## config.mk

```make
export PLATFORM = sky130hd
export DESIGN_NAME = mem_stage_flat
export DESIGN_NICKNAME = d
export VERILOG_FILES = /design/src/rtl/mem_stage_pkg.sv /design/src/rtl/mem_stage_if.sv /design/src/rtl/mem_ext.sv /design/src/rtl/mem_stage.sv /design/src/flat_wrapper.sv
export SDC_FILE = /design/constraint.sdc
export NUM_CORES = 1
export LEC_CHECK = 0
export CAP_MARGIN = 5
export CORE_MARGIN = 2
export CORE_UTILIZATION = 50
export CTS_BUF_LIST = sky130_fd_sc_hd__clkbuf_8
export CTS_CLUSTER_DIAMETER = 60
export DETAILED_ROUTE_END_ITERATION = 8
export MAX_ROUTING_LAYER = met4
export PLACE_DENSITY = 0.82
export SKIP_CTS_REPAIR_TIMING = 1
export SYNTH_ARGS = -nofsm -noshare
export SYNTH_HDL_FRONTEND = slang
export SYNTH_SLANG_ARGS = --single-unit
```

## constraint.sdc

```tcl
create_clock -name clk -period 3.75 [get_ports clk]
set_clock_uncertainty 0.15 [all_clocks]
set_input_delay 0.75 -clock clk [delete_from_list [all_inputs] [get_ports clk]]
set_output_delay 0.75 -clock clk [all_outputs]
set_load 0.02 [all_outputs]
```

## src/rtl/mem_stage_pkg.sv

```systemverilog
// Shared widths, funct3 access codes and FSM state encoding for the MEM stage.
package mem_stage_pkg;

    localparam int ADDR_W     = 32;
    localparam int DATA_W     = 32;
    localparam int REG_ADDR_W = 5;

    localparam logic [2:0] F3_B  = 3'b000;
    localparam logic [2:0] F3_H  = 3'b001;
    localparam logic [2:0] F3_W  = 3'b010;
    localparam logic [2:0] F3_BU = 3'b100;
    localparam logic [2:0] F3_HU = 3'b101;

    typedef enum logic [1:0] {
        S_IDLE   = 2'd0,
        S_ACCESS = 2'd1,
        S_DONE   = 2'd2
    } state_e;

    // Bytes moved per access; any width code other than byte/half is a word.
    function automatic logic [2:0] op_bytes(input logic [2:0] op);
        case (op[1:0])
            2'b00:   return 3'd1;
            2'b01:   return 3'd2;
            default: return 3'd4;
        endcase
    endfunction

endpackage

```

## src/rtl/mem_stage_if.sv

```systemverilog
// MEM-stage bus: EX/MEM inputs, byte-wide RAM port, arbiter handshake and MEM/WB outputs.
interface mem_stage_if;
    import mem_stage_pkg::*;

    logic [REG_ADDR_W-1:0] in_rd;
    logic                  in_rd_enable;
    logic [DATA_W-1:0]     in_vd;
    logic                  in_mem_read;
    logic                  in_mem_write;
    logic [2:0]            in_mem_op;
    logic [DATA_W-1:0]     in_store_data;
    logic                  mem_grant;
    logic [7:0]            ram_din;
    logic [ADDR_W-1:0]     ram_a;
    logic [7:0]            ram_dout;
    logic                  ram_wr;
    logic                  mem_req;
    logic [REG_ADDR_W-1:0] out_rd;
    logic                  out_rd_enable;
    logic [DATA_W-1:0]     out_vd;
    logic                  stall_req;

    modport slave (
        input  in_rd, in_rd_enable, in_vd, in_mem_read, in_mem_write, in_mem_op,
               in_store_data, mem_grant, ram_din,
        output ram_a, ram_dout, ram_wr, mem_req, out_rd, out_rd_enable, out_vd, stall_req
    );

    modport master (
        output in_rd, in_rd_enable, in_vd, in_mem_read, in_mem_write, in_mem_op,
               in_store_data, mem_grant, ram_din,
        input  ram_a, ram_dout, ram_wr, mem_req, out_rd, out_rd_enable, out_vd, stall_req
    );

endinterface

```

## src/rtl/mem_ext.sv

```systemverilog
// Load-result assembly: picks the loaded bytes and sign/zero-extends them per funct3.
module mem_ext
    import mem_stage_pkg::*;
(
    input  logic [DATA_W-1:0] i_buf,
    input  logic [2:0]        i_op,
    output logic [DATA_W-1:0] o_result
);

    always_comb begin
        case (i_op)
            F3_B:    o_result = {{(DATA_W-8){i_buf[7]}}, i_buf[7:0]};
            F3_BU:   o_result = {{(DATA_W-8){1'b0}}, i_buf[7:0]};
            F3_H:    o_result = {{(DATA_W-16){i_buf[15]}}, i_buf[15:0]};
            F3_HU:   o_result = {{(DATA_W-16){1'b0}}, i_buf[15:0]};
            F3_W:    o_result = i_buf;
            default: o_result = i_buf;
        endcase
    end

endmodule

```

## src/rtl/mem_stage.sv

```systemverilog
// RV32I MEM stage: passes ALU results through and runs loads/stores byte-serially
// over the arbitrated RAM port, stalling the front of the pipe until done.
module mem_stage
    import mem_stage_pkg::*;
(
    input  logic        clk,
    input  logic        rst,
    input  logic        rdy,
    mem_stage_if.slave  bus
);

    state_e            r_state, w_state_nxt;
    logic [2:0]        r_k, w_k_nxt;
    logic [ADDR_W-1:0] r_addr;
    logic [2:0]        r_op;
    logic              r_is_load;
    logic [DATA_W-1:0] r_store_data;
    logic [DATA_W-1:0] r_buf;
    logic [7:0]        r_din_save;
    logic              r_rdy_d;

    logic              w_mem_op;
    logic              w_launch;
    logic              w_capture;
    logic [2:0]        w_n;
    logic [1:0]        w_buf_idx;
    logic [7:0]        w_din;
    logic [7:0]        w_store_byte;
    logic [DATA_W-1:0] w_load_result;

    assign w_mem_op     = bus.in_mem_read | bus.in_mem_write;
    assign w_n          = op_bytes(r_op);
    assign w_buf_idx    = r_k[1:0] - 2'd1;
    assign w_store_byte = r_store_data[{r_k[1:0], 3'b000} +: 8];
    // RAM data is only valid the cycle after its address; after a freeze the
    // byte for the previous address was parked in r_din_save.
    assign w_din        = r_rdy_d ? bus.ram_din : r_din_save;

    mem_ext u_ext (
        .i_buf    (r_buf),
        .i_op     (r_op),
        .o_result (w_load_result)
    );

    // NOTE: every signal driven here gets a default first so no latch is inferred.
    always_comb begin
        w_state_nxt = r_state;
        w_k_nxt     = r_k;
        w_launch    = 1'b0;
        w_capture   = 1'b0;
        case (r_state)
            S_IDLE: begin
                if (w_mem_op && bus.mem_grant) begin
                    w_state_nxt = S_ACCESS;
                    w_k_nxt     = 3'd0;
                    w_launch    = 1'b1;
                end
            end
            S_ACCESS: begin
                w_k_nxt = r_k + 3'd1;
                if (r_is_load) begin
                    w_capture = (r_k != 3'd0);
                    if (r_k == w_n) w_state_nxt = S_DONE;
                end else if (r_k == w_n - 3'd1) begin
                    w_state_nxt = S_DONE;
                end
            end
            S_DONE: begin
                w_state_nxt = S_IDLE;
                w_k_nxt     = 3'd0;
            end
            default: w_state_nxt = S_IDLE;
        endcase
    end

    // NOTE: sequential state uses non-blocking assignments only.
    always_ff @(posedge clk) begin
        if (rst) begin
            r_state      <= S_IDLE;
            r_k          <= 3'd0;
            r_buf        <= '0;
            r_addr       <= '0;
            r_op         <= 3'd0;
            r_is_load    <= 1'b0;
            r_store_data <= '0;
            r_din_save   <= 8'd0;
            r_rdy_d      <= 1'b1;
        end else begin
            r_rdy_d <= rdy;
            if (!rdy && r_rdy_d) r_din_save <= bus.ram_din;
            if (rdy) begin
                r_state <= w_state_nxt;
                r_k     <= w_k_nxt;
                if (w_launch) begin
                    r_addr       <= bus.in_vd;
                    r_op         <= bus.in_mem_op;
                    r_is_load    <= bus.in_mem_read;
                    r_store_data <= bus.in_store_data;
                end
                if (w_capture) r_buf[{w_buf_idx, 3'b000} +: 8] <= w_din;
            end
        end
    end

    always_comb begin
        bus.ram_a         = '0;
        bus.ram_dout      = 8'd0;
        bus.ram_wr        = 1'b0;
        bus.mem_req       = 1'b0;
        bus.stall_req     = 1'b0;
        bus.out_rd        = bus.in_rd;
        bus.out_rd_enable = bus.in_rd_enable;
        bus.out_vd        = bus.in_vd;
        if (rst) begin
            bus.out_rd        = '0;
            bus.out_rd_enable = 1'b0;
            bus.out_vd        = '0;
        end else begin
            case (r_state)
                S_IDLE: begin
                    if (w_mem_op) begin
                        bus.stall_req     = 1'b1;
                        bus.mem_req       = 1'b1;
                        bus.out_rd_enable = 1'b0;
                    end
                end
                S_ACCESS: begin
                    bus.stall_req     = 1'b1;
                    bus.mem_req       = 1'b1;
                    bus.out_rd_enable = 1'b0;
                    bus.ram_a         = r_addr + ADDR_W'(r_k);
                    bus.ram_wr        = !r_is_load && rdy;
                    bus.ram_dout      = r_is_load ? 8'd0 : w_store_byte;
                end
                S_DONE: begin
                    if (r_is_load) bus.out_vd = w_load_result;
                end
                default: ;
            endcase
        end
    end

endmodule

```

## src/flat_wrapper.sv

```systemverilog
// flat-port wrapper written by rule: the top's interface ports become plain ports
module mem_stage_flat import mem_stage_pkg::*;
  (clk, rst, rdy, bus_in_rd, bus_in_rd_enable, bus_in_vd, bus_in_mem_read, bus_in_mem_write, bus_in_mem_op, bus_in_store_data, bus_mem_grant, bus_ram_din, bus_ram_a, bus_ram_dout, bus_ram_wr, bus_mem_req, bus_out_rd, bus_out_rd_enable, bus_out_vd, bus_stall_req);
  mem_stage_if bus_i ();
  input  logic clk;
  input  logic rst;
  input  logic rdy;
  input wire logic [$bits(bus_i.in_rd)-1:0] bus_in_rd;
  input wire logic [$bits(bus_i.in_rd_enable)-1:0] bus_in_rd_enable;
  input wire logic [$bits(bus_i.in_vd)-1:0] bus_in_vd;
  input wire logic [$bits(bus_i.in_mem_read)-1:0] bus_in_mem_read;
  input wire logic [$bits(bus_i.in_mem_write)-1:0] bus_in_mem_write;
  input wire logic [$bits(bus_i.in_mem_op)-1:0] bus_in_mem_op;
  input wire logic [$bits(bus_i.in_store_data)-1:0] bus_in_store_data;
  input wire logic [$bits(bus_i.mem_grant)-1:0] bus_mem_grant;
  input wire logic [$bits(bus_i.ram_din)-1:0] bus_ram_din;
  output wire logic [$bits(bus_i.ram_a)-1:0] bus_ram_a;
  output wire logic [$bits(bus_i.ram_dout)-1:0] bus_ram_dout;
  output wire logic [$bits(bus_i.ram_wr)-1:0] bus_ram_wr;
  output wire logic [$bits(bus_i.mem_req)-1:0] bus_mem_req;
  output wire logic [$bits(bus_i.out_rd)-1:0] bus_out_rd;
  output wire logic [$bits(bus_i.out_rd_enable)-1:0] bus_out_rd_enable;
  output wire logic [$bits(bus_i.out_vd)-1:0] bus_out_vd;
  output wire logic [$bits(bus_i.stall_req)-1:0] bus_stall_req;
  assign bus_i.in_rd = bus_in_rd;
  assign bus_i.in_rd_enable = bus_in_rd_enable;
  assign bus_i.in_vd = bus_in_vd;
  assign bus_i.in_mem_read = bus_in_mem_read;
  assign bus_i.in_mem_write = bus_in_mem_write;
  assign bus_i.in_mem_op = bus_in_mem_op;
  assign bus_i.in_store_data = bus_in_store_data;
  assign bus_i.mem_grant = bus_mem_grant;
  assign bus_i.ram_din = bus_ram_din;
  assign bus_ram_a = bus_i.ram_a;
  assign bus_ram_dout = bus_i.ram_dout;
  assign bus_ram_wr = bus_i.ram_wr;
  assign bus_mem_req = bus_i.mem_req;
  assign bus_out_rd = bus_i.out_rd;
  assign bus_out_rd_enable = bus_i.out_rd_enable;
  assign bus_out_vd = bus_i.out_vd;
  assign bus_stall_req = bus_i.stall_req;
  mem_stage u_core (.clk(clk), .rst(rst), .rdy(rdy), .bus(bus_i));
endmodule
```

==> flow_summary.json <==
{
  "yosys.area.top_type_share": 0.370,
  "start_util": 0.513,
  "powerDensity_nw_per_um2": 350,
  "netlist_area_um2": 6170,
  "slowest_delay_ns": 0.60,
  "ys_ff_latch": 114,
  "stdcell_count": 1149,
  "crit_fanout": 18,
  "drtIter0Drc": 696,
  "critPathTopFamily": "buffers and inverters",
  "via_per_inst": 5.50,
  "multi_input_comb_area_um2": 3680,
  "setup_viol": 0,
  "startpoint_type": "flip-flop",
  "cts-root-buf": "clkbuf_8",
  "first_global_vias": 5588,
  "final_common_cell": "nand2_1",
  "cts_buffers": 17,
  "cts.sinks": 114,
  "path_cells": "buf_4, ha_1, nand3_1, a21oi_2, buf_4, and3_1, xnor2_1, nor2_1, clkdlybuf4s50_1",
  "fin_crit_ns": 3.63,
  "fp.dieH_um": 115,
  "nets": 1087,
  "diodes": 0,
  "overflow": 0,
  "critPathKind": "flip-flop to output port",
  "status": "finished clean",
  "placeableCoreArea_um2": 12000,
  "drive_gt1_frac": 0.0938,
  "cp_common_cell": "buf_4",
  "synth_largest_area_cell": "dfxtp_1",
  "drt_wl_total_mm": 18.5,
  "placed_cells": 1114,
  "fillers": 981,
  "drv_slew": 0,
  "setup_ws_ns": 0.117,
  "worst-slew-pin-transition_ns": 0.878,
  "cp_slowest_cell": "clkdlybuf4s50_1",
  "final-seq-area_um2": 2280,
  "clkLatencyLatePin_ns": 0.42,
  "cts_max_level": 4,
  "dpl.hpwl_mm": 13.2,
  "io_pins": 168,
  "io_buffers": 167,
  "hp-class": "flip-flop to flip-flop",
  "clockBufferDepth": 2,
  "leakage_uw": 0.00323,
  "tritoncts": "done",
  "crit_required_ns": 2.85,
  "mostFrequentLayoutCells": "nand2_1, clkdlybuf4s50_1, a21oi_1",
  "wl_per_cell_um": 16.1,
  "vias": 6315,
  "synth.area.top_cells": "dfxtp_1, nand2_1, a21oi_1, or3_1, nor2_1",
  "yosysWarnings": 0,
  "syn-mean-instance-area_um2": 7.30,
  "synth_cells": 845,
  "clk_pin_slew_worst_paths_ns": 0.07,
  "ys_seq_area_frac": 0.370,
  "syn_nets": 942,
  "grt_use_total": 0.281,
  "post-route-period-util": 0.969,
  "final_util": 0.710,
  "ant_nets": 0,
  "drcViolationCount": 0,
  "relSlewSlack": 0.413,
  "place.gp.congestion": 0.987,
  "grt_pass1_wl_mm": 28.4,
  "die_w_um": 115,
  "grt_max_degree": 105,
  "final_area_um2": 8520,
  "area_delta_synth_final_pct": 38.2,
  "synth_cell_types": 42,
  "dieArea_um2": 13200,
  "antenna_found_initial": 0,
  "dr.pass1.iters": 5,
  "dp_slack_ns": 0.228,
  "ir_drop_uv": 277,
  "post_dp_cell_area_um2": 7940,
  "cp.arrival_ns": 2.73,
  "clock.fmax_mhz": 275,
  "hold_viol_final": 0,
  "drv_cap": 0,
  "cp_num_buf_inv": 3,
  "end_kind": "output port",
  "rows": 40
}
final timing paths:
kind | start | endpoint | slack [ns] | depth (start not counted)
min reg2reg | u_core.r_buf[30] | u_core.r_buf[30] | 0.30 | 2
max | u_core.r_k[1] | bus_ram_a[9] | 0.12 | 9
min | u_core.r_buf[30] | u_core.r_buf[30] | 0.30 | 2
max reg2reg | u_core.r_k[0] | u_core.r_buf[10] | 1.13 | 8
layer usage:
layer / GRT usage / up-vias / share of wire
met5: - / - / 0
met4: 0.0924 / 0 / 0.022
met3: 0.0548 / 36 / 0.054
met2: 0.415 / 210 / 0.47
met1: 0.388 / 2934 / 0.46
li1: - / 3135 / -
registers in the layout (all words and copies together), names as in the netlist:
| name | flops |
|---|---|
| u_core.r_addr | 32 |
| u_core.r_buf | 32 |
| u_core.r_din_save | 8 |
| u_core.r_is_load | 1 |
| u_core.r_k | 3 |
| u_core.r_op | 3 |
| u_core.r_rdy_d | 1 |
| u_core.r_state | 2 |
| u_core.r_store_data | 32 |
synthesized netlist by cell type:
| cell | count |
|---|---|
| a211oi_1 | 8 |
| mux2i_1 | 17 |
| buf_2 | 9 |
| or4b_2 | 1 |
| nand4_1 | 12 |
| and4bb_2 | 1 |
| inv_1 | 7 |
| or3_1 | 34 |
| o2111ai_1 | 2 |
| nand3b_1 | 1 |
| buf_1 | 1 |
| nor3_1 | 10 |
| a21oi_1 | 129 |
| mux4_2 | 8 |
| and3_1 | 6 |
| o21bai_1 | 1 |
| buf_4 | 1 |
| nand3_1 | 24 |
| xnor2_1 | 13 |
| a31oi_1 | 1 |
| o32ai_1 | 1 |
| o21a_1 | 1 |
| clkbuf_1 | 52 |
| ha_1 | 9 |
| nand2b_1 | 21 |
| and4_1 | 7 |
| xor2_1 | 16 |
| a22oi_1 | 2 |
| nor3_2 | 1 |
| nor4_1 | 1 |
| o21ai_0 | 7 |
| nor2b_1 | 17 |
| o22ai_1 | 1 |
| nor4b_1 | 2 |
| fa_1 | 1 |
| nand2_1 | 231 |
| nor2_1 | 56 |
| dfxtp_1 | 114 |
| or2_2 | 12 |
| and2_1 | 3 |
| nor3b_1 | 3 |
| a31o_2 | 1 |
worst reg2reg max path: cells and delay by family (launching register included):
family / cells / cell delay (ns)
compound gates: 1 / 0.16
fa+ha+maj: 1 / 0.24
buf+inv: 2 / 0.49
flops: 1 / 0.35
simple gates: 4 / 1.17
kinds of logic (layout without fill, tap and decap cells):
group	after synthesis	count (layout)	share of synthesized area
muxes	25	25	0.0568
DFF	114	114	0.370
and+or+nand+nor	443	443	0.333
AOI/OAI and AO/OA	154	154	0.133
adders and majority gates	10	10	0.0215
buffers and inverters	70	227	0.0450
xor gates and xnor gates	29	29	0.0412
per-stage QoR:
stage	power (µW)	hold slack, ns	setup TNS [ns]
after floorplan	1540	0.277	0
after global placement	1750	0.284	0
after detailed placement	1750	0.291	0
after CTS	3000	0.299	-1.59
after global routing	3100	0.312	-0.00941
final	2990	0.300	0
cell type report:
class                   count  area share
multi-input cells         661       0.432
flip-flops and latches    114       0.268
repair buffers            189       0.223
clock buffers              23      0.0371
well taps                 147      0.0216
clock inverters             8      0.0145
inverters                   7     0.00308
report_power, final:
part	leakage (µW)	internal [µW]	switching (µW)
clock	0.000220	760	497
sequential	0.000926	1250	39.6
combinational	0.00208	212	226
total	0.00323	2220	762
Note: power is estimated with default switching activity, not from simulation.
